`src/rtl/counter_pkg.sv`:
```
// rtl/counter_pkg.sv - shared constants for the counter block
package counter_pkg;
  localparam int COUNTER_DEFAULT_WIDTH = 4;
endpackage

```
`src/rtl/counter_4bit.sv`:
```
// rtl/counter_4bit.sv - free-running up-counter with enable, async reset and terminal count
module counter_4bit
  import counter_pkg::*;
#(
  parameter int WIDTH = COUNTER_DEFAULT_WIDTH
) (
  input  logic             clk,
  input  logic             reset,
  input  logic             enable,
  output logic [WIDTH-1:0] q,
  output logic             tc
);

  logic [WIDTH-1:0] r_q;
  logic [WIDTH-1:0] w_next;
  logic             w_all_ones;

  // carry out of the top bit is dropped, giving natural modulo-2^WIDTH wrap
  assign w_next     = r_q + WIDTH'(1);
  assign w_all_ones = (r_q == {WIDTH{1'b1}});

  always_ff @(posedge clk or posedge reset) begin
    if (reset) begin
      r_q <= '0;
    end else if (enable) begin
      r_q <= w_next;
    end
  end

  assign q  = r_q;
  assign tc = w_all_ones & enable;

endmodule

```
`config.mk`:
```
export PLATFORM = sky130hd
export DESIGN_NAME = counter_4bit
export DESIGN_NICKNAME = d
export VERILOG_FILES = /design/src/rtl/counter_pkg.sv /design/src/rtl/counter_4bit.sv
export SDC_FILE = /design/constraint.sdc
export NUM_CORES = 1
export LEC_CHECK = 0
export CAP_MARGIN = 25
export CORE_AREA = 5 5 42 44
export DETAILED_ROUTE_END_ITERATION = 10
export DIE_AREA = 0 0 47 49
export GPL_ROUTABILITY_DRIVEN = 1
export HOLD_SLACK_MARGIN = 0.1
export SLEW_MARGIN = 40
export SYNTH_ARGS = -nofsm -noshare
export SYNTH_HDL_FRONTEND = slang
export SYNTH_SLANG_ARGS = --single-unit
```
`constraint.sdc`:
```
create_clock -name clk -period 2 [get_ports clk]
set_input_delay 0.3 -clock clk [delete_from_list [all_inputs] [get_ports clk]]
set_output_delay 0.3 -clock clk [all_outputs]
set_load 0.005 [all_outputs]
```
# == After elaboration in Yosys (flattened, before gate mapping) ==
# Index checks and enable logic that the tools add are counted.
# word_totals
elab_cells,4
inputBits,3
ff_bits,4
output_inout_bits,5
# classes
bitwise_logic,1
n_eq_ne,1
add_sub_neg,1
# ops
op,n
$add 4x1->4 const B,1
$eq 4x4->1 const B,1
$and 1x1->1,1

# == Longest topological paths before layout ==
# Gate-level depths: netlist of the first run.
# depth
ltp_word,2
ltp_mapped,3

# == Worst setup path after synthesis of the first run ==
# OpenSTA, ideal clock, no wires.
# synth_timing
kind,register -> register
start,"reg r_q[0], in the netlist q[0]"
end,"reg r_q[1], in the netlist q[1]"
t_arrival_ps,937
slack_ps,939
n_path_buf,0
required_time_ps,1875
stages_incl_launch_ff,3
synth_period_minus_slack_ps,1061
path_cell_list,dfrtp_1 ha_1 mux2_2
# synth_via
elab_chain_cells,1
# synth_rtl
item,line_no,text
"start, declared",counter_4bit.sv:14,logic [WIDTH-1:0] r_q;
"start signal, assigned",counter_4bit.sv:26,r_q <= w_next;
$add 4x1->4,counter_4bit.sv:19,assign w_next = r_q + WIDTH'(1);
via w_next[1],counter_4bit.sv:15,logic [WIDTH-1:0] w_next;
# The timed path passes the listed nets, and every way through them passes these cells.
# A chain may end at the register's enable or synchronous reset.

# == Worst setup path in the final report of the first run ==
# layout_timing
start,in enable
end,out tc
# layout_via
elab_chain_cells,1
# layout_rtl
item,line_no,text
"start, declared",counter_4bit.sv:9,"input logic enable,"
$and 1x1->1,counter_4bit.sv:31,assign tc = w_all_ones & enable;
"end, declared",counter_4bit.sv:11,output logic tc
# Every way passes these cells.

==> impl_metrics.toml, run 1 <==
[power_and_ir_drop]
seqPwrFrac_pct = 38.7
switching_power_mw = 0.129
p_clk_share_pct = 22.8
ir_worst_vdd_mv = 0.273
p_per_area_mw_per_mm2 = 1510
leakagePower_nw = 0.124
share_comb_of_total_power_pct = 38.4
sw_frac_of_total_pct = 29.2
intPower_mw = 0.313

[global_route]
grt_pass1_vias = 165
use_met2_pct = 6.33
busiest_layer = "met2"
grt_antenna_before_repair = 0
grt-ovfl-total = 0
grt_pass1_wl_um = 662
met3_usage_pct = 4.43
track_usage_pct = 4.81
grt_use_met1_pct = 3.56
grt_max_degree = 5

[sta]
clock_skew_ns = 0.00235
worst_pin_slew_ns = 0.164
fin_crit_sh_pct = 89.0
relSlewSlack_pct = 89.1
period_minus_slack_ns = 1.78
max_freq_mhz = 562
setup_viol = 0
rsz0062_at_grt = "no"
finalHoldViolCount = 0
finalSetupTns_ns = 0
slew_violations = 0

[setup_path]
path_cells = "clkdlybuf4s50_1 > nand2_1 > nor2_1 > clkdlybuf4s50_1"
r2r_setup_slack_ns = 0.93
path_buf_inv = 2
reg2reg_from = "q[0]"
cp.required_ns = 1.70
crit_path_end_kind = "output port"
r2r_end = "q[1]"
slowest_delay_ns = 0.50
crit_slowest_cell = "clkdlybuf4s50_1"
cp.arrival_ns = 1.48
startpoint = "enable"
crit_fanout = 2
worst-r2r-cell-count = 2
crit_path_frequent_cell = "clkdlybuf4s50_1"
path_class = "input pin to output port"
path_delay_family = "buffers and inverters"
start_kind = "input pin"

[floorplanning]
die_area_mm2 = 0.00230
start_util_pct = 12.2
pin_count = 8
design.core.area_mm2 = 0.00140
die_y_um = 49
rows = 14
die_x_um = 47

[synthesis]
synth_edf_count = 0
synth.net_count = 18
yosys.cell_types.count = 9
yosys_warnings = 0
synth.most_common_cell = "dfrtp_1"
syn_avg_cell_area_um2 = 12.2
synthTopCellsByArea = "dfrtp_1 58%, xnor2_1 10%, ha_1 7.3%, mux2_2 6.6%, xor2_1 5.1%"
syn_area_um2 = 171
async_flop_share_pct = 100
yosys_most_used_dff = "dfrtp_1"
yosysSeqAreaShare_pct = 58.4
ys_top_cells_by_count = "4 x dfrtp_1, 2 x nand2_1, 2 x xnor2_1"
synth_top_area_cell = "dfrtp_1"
yosys_register_bits = 4
synth_top_area_share_pct = 58.4
syn_inst = 14

[route]
wl_per_cell_um = 8.76
drt_iter0_drc = 0
viasPerCell = 3.39
first_pass_iters = 1
vias = 139
drc = 0
routed_wl_um = 359
ant_nets = 0

[cells_and_area]
largest_register_ffs = 4
stdcell_count = 41
syn2layout_area_growth_pct = 70.1
num_antenna_cells = 0
fin_nets = 31
num-fill-cells = 165
drive_above_1_share_pct = 20.0

[cts]
cts-root-buf = "clkbuf_4"
postCtsSetupRepairBufs = 0
tritoncts = "built"
cts-hold-fix-buffers = 0
cts-buffers-inserted = 3
clock_latency_ns = 0.23
cts_sinks = 4
path_clk_slew_ns = 0.04
clockBufferDepth = 2
cts-htree-levels = 1
ctsResizeCount = 0

[place]
placedCellCount = 38
port_buffers = 7
gp_congestion = 0.584

[job]
maxCapViolations = 0

[worst_hold_path]
hp-class = "input pin to async pin"

[run_status]
status = "finished, final reports clean"
==> worst max path at each step <==
stage | slack [ns] | to | cells past startpoint
4_1_cts | 0.20 | tc | 4
3_5_place_dp | 0.20 | tc | 4
6_report | 0.22 | tc | 4
5_1_grt | 0.13 | tc | 4
2_1_floorplan | 0.94 | q[1] | 2
3_3_place_gp | 0.21 | tc | 4
==> stage by stage <==
| stage | power, mW | setup slack, ns | hold WS, ns | utilization, % | instance area [µm²] |
|---|---|---|---|---|---|
| 2_1_floorplan | 0.237 | 0.939 | 0.0661 | - | 171 |
| 3_3_place_gp | 0.344 | 0.211 | 0.493 | 19.2 | 269 |
| 3_5_place_dp | 0.347 | 0.200 | 0.497 | 19.2 | 269 |
| 4_1_cts | 0.454 | 0.200 | 0.251 | 20.8 | 292 |
| 5_1_grt | 0.489 | 0.129 | 0.275 | 20.8 | 292 |
| 6_report | 0.442 | 0.220 | 0.253 | 20.8 | 292 |
==> power by group through the flow <==
stage | clock network, mW | logic, mW | registers, mW
floorplan | 0 | 0.0674 | 0.170
global placement | 0 | 0.172 | 0.172
detailed placement | 0 | 0.174 | 0.174
CTS | 0.107 | 0.175 | 0.173
global route | 0.113 | 0.197 | 0.179
finish | 0.101 | 0.170 | 0.171
==> final cells by class <==
| cell class | instances | area [µm²] | share of cell area [%] |
|---|---|---|---|
| sequential | 4 | 100 | 34.3 |
| timing repair buffer | 8 | 77.6 | 26.6 |
| multi-input combinational | 9 | 67.6 | 23.2 |
| clock buffer | 3 | 22.5 | 7.73 |
| tap | 16 | 20.0 | 6.87 |
| inverter | 1 | 3.75 | 1.29 |
==> worst register-to-register path, stage by stage (launching register included) <==
cell,delay [ns]
dfrtp_1,0.40
ha_1,0.29
mux2_2,0.26
==> kinds of logic after synthesis <==
group | synth area share, %
xor gates and xnor gates | 15.3
adders and majority gates | 7.30
buffers and inverters | 2.19
DFF | 58.4
muxes | 6.57
and+or+nand+nor | 10.2
==> placed cells by master, fill, tap and decap left out <==
cell and count:
mux2_2 1, buf_4 1, dfrtp_1 4, ha_1 1, clkbuf_4 3, nand4_1 1
xor2_1 1, xnor2_1 2, nand2_1 2, nor2_1 1, inv_1 1, clkdlybuf4s50_1 7
==> routing by layer <==
metal  share of wire (%)  wire [µm]
met1                  33        119
met2                  53        192
met3                  13         47
met4                   0          0
met5                   0          0
(Power assumes the default switching activity.)
==> run 2: changes to the inputs <==
- CORE_AREA: 5 5 42 44 -> 2 2 39 41
- DIE_AREA: 0 0 47 49 -> 0 0 41 43
- SLEW_MARGIN: 40 -> default
==> impl_metrics.toml, run 2 (synthesis results as in run 1) <==
[place]
pre_cts_slack_ns = 0.244
gp_congestion = 0.524
port_buffers = 7
postPlaceCellArea_um2 = 269

[setup_path]
path_class = "input pin to output port"
cp.required_ns = 1.70
cp.arrival_ns = 1.45
crit_path_end_kind = "output port"
crit_fanout = 2
startpoint = "enable"
start_kind = "input pin"
reg2reg_from = "q[0]"
r2r_setup_slack_ns = 0.93

[global_route]
grt_pass1_wl_um = 545
track_usage_pct = 5.65
grt_max_degree = 5
grt_antenna_before_repair = 0
grt_pass1_vias = 136
grt-ovfl-total = 0

[sta]
setup_slack_ns = 0.246
period_minus_slack_ns = 1.75
slew_violations = 0
setup_viol = 0
rsz0062_at_grt = "no"
max_freq_mhz = 570
clock_skew_ns = 0.00137
fin_crit_sh_pct = 87.7
worst_pin_slew_ns = 0.140
relSlewSlack_pct = 90.6
finalHoldViolCount = 0
finalSetupTns_ns = 0

[floorplanning]
die_x_um = 41
pin_count = 8
start_util_pct = 12.4
design.core.area_mm2 = 0.00138
rows = 14
die_y_um = 43
die_area_mm2 = 0.00176

[cts]
clockBufferDepth = 2
ctsResizeCount = 0
path_clk_slew_ns = 0.04
cts-htree-levels = 1
cts-buffers-inserted = 3
tritoncts = "built"
cts_sinks = 4
postCtsSetupRepairBufs = 0
cts-root-buf = "clkbuf_4"
clock_latency_ns = 0.23
cts-hold-fix-buffers = 0

[cells_and_area]
drive_above_1_share_pct = 20.0
final_util_pct = 21.1
num_antenna_cells = 0
largest_register_ffs = 4
design_area_um2 = 292
layout_commonest_cell = "clkdlybuf4s50_1"
syn2layout_area_growth_pct = 70.1
mostFrequentLayoutCells = "7 x clkdlybuf4s50_1, 4 x dfrtp_1, 3 x clkbuf_4"
fin_nets = 31

[power_and_ir_drop]
seqPwrFrac_pct = 38.2
switching_power_mw = 0.125
share_comb_of_total_power_pct = 39.6
intPower_mw = 0.313
ir_worst_vdd_mv = 0.200
p_per_area_mw_per_mm2 = 1500
power_mw = 0.438
p_clk_share_pct = 22.3
leakagePower_nw = 0.124
sw_frac_of_total_pct = 28.5

[route]
viasPerCell = 3.49
first_pass_iters = 2
ant_nets = 0
routed_wl_um = 287
vias = 143
drt_iter0_drc = 3
wl_per_cell_um = 7.00
drc = 0

[job]
maxCapViolations = 0

[run_status]
status = "finished, final reports clean"

[worst_hold_path]
hp-class = "input pin to async pin"
[run 2: cell counts in the layout (fill, tap and decap cells not counted)]
No cell type changed its count.
[run 2: cell type report]
cell class,instances,area (µm²)
flip-flops and latches,4,100
inverters,1,3.75
multi-input cells,9,67.6
well taps,16,20.0
repair buffers,8,77.6
clock buffers,3,22.5
fillers,153,1090
[run 2: per-layer routing]
| layer | vias up | share of wire [%] | GRT usage (%) | wire [µm] |
|---|---|---|---|---|
| met4 | 0 | 6.6 | 8.00 | 19 |
| met3 | 2 | 16 | 4.71 | 47 |
| li1 | 68 | - | - | - |
| met5 | - | 0 | 0 | 0 |
| met1 | 64 | 39 | 5.23 | 112 |
| met2 | 9 | 37 | 5.94 | 107 |
[run 2: critical path: stages]
cell	delay, ns
clkdlybuf4s50_1	0.48
nand2_1	0.08
nor2_1	0.10
clkdlybuf4s50_1	0.50
[run 2: power by group through the flow]
stage	sequential, mW	combinational (mW)	clock, mW
after floorplan	0.170	0.0674	0
after global placement	0.168	0.174	0
after detailed placement	0.168	0.176	0
after CTS	0.168	0.178	0.103
after global routing	0.176	0.199	0.109
final	0.167	0.173	0.0975
[run 2: per-stage QoR]
step,hold WS [ns],cells
global route,0.257,41
detailed placement,0.497,38
floorplan,0.0661,14
CTS,0.248,41
finish,0.245,41
global placement,0.491,38
[run 2: final timing paths]
| kind | endpoint | cells after the start |
|---|---|---|
| max | tc | 4 |
| min | q[0] | 2 |
| max reg2reg | q[1] | 2 |
| min reg2reg | q[3] | 1 |
| max in group asynchronous | q[2] | 2 |
| min in group clk | q[3] | 1 |
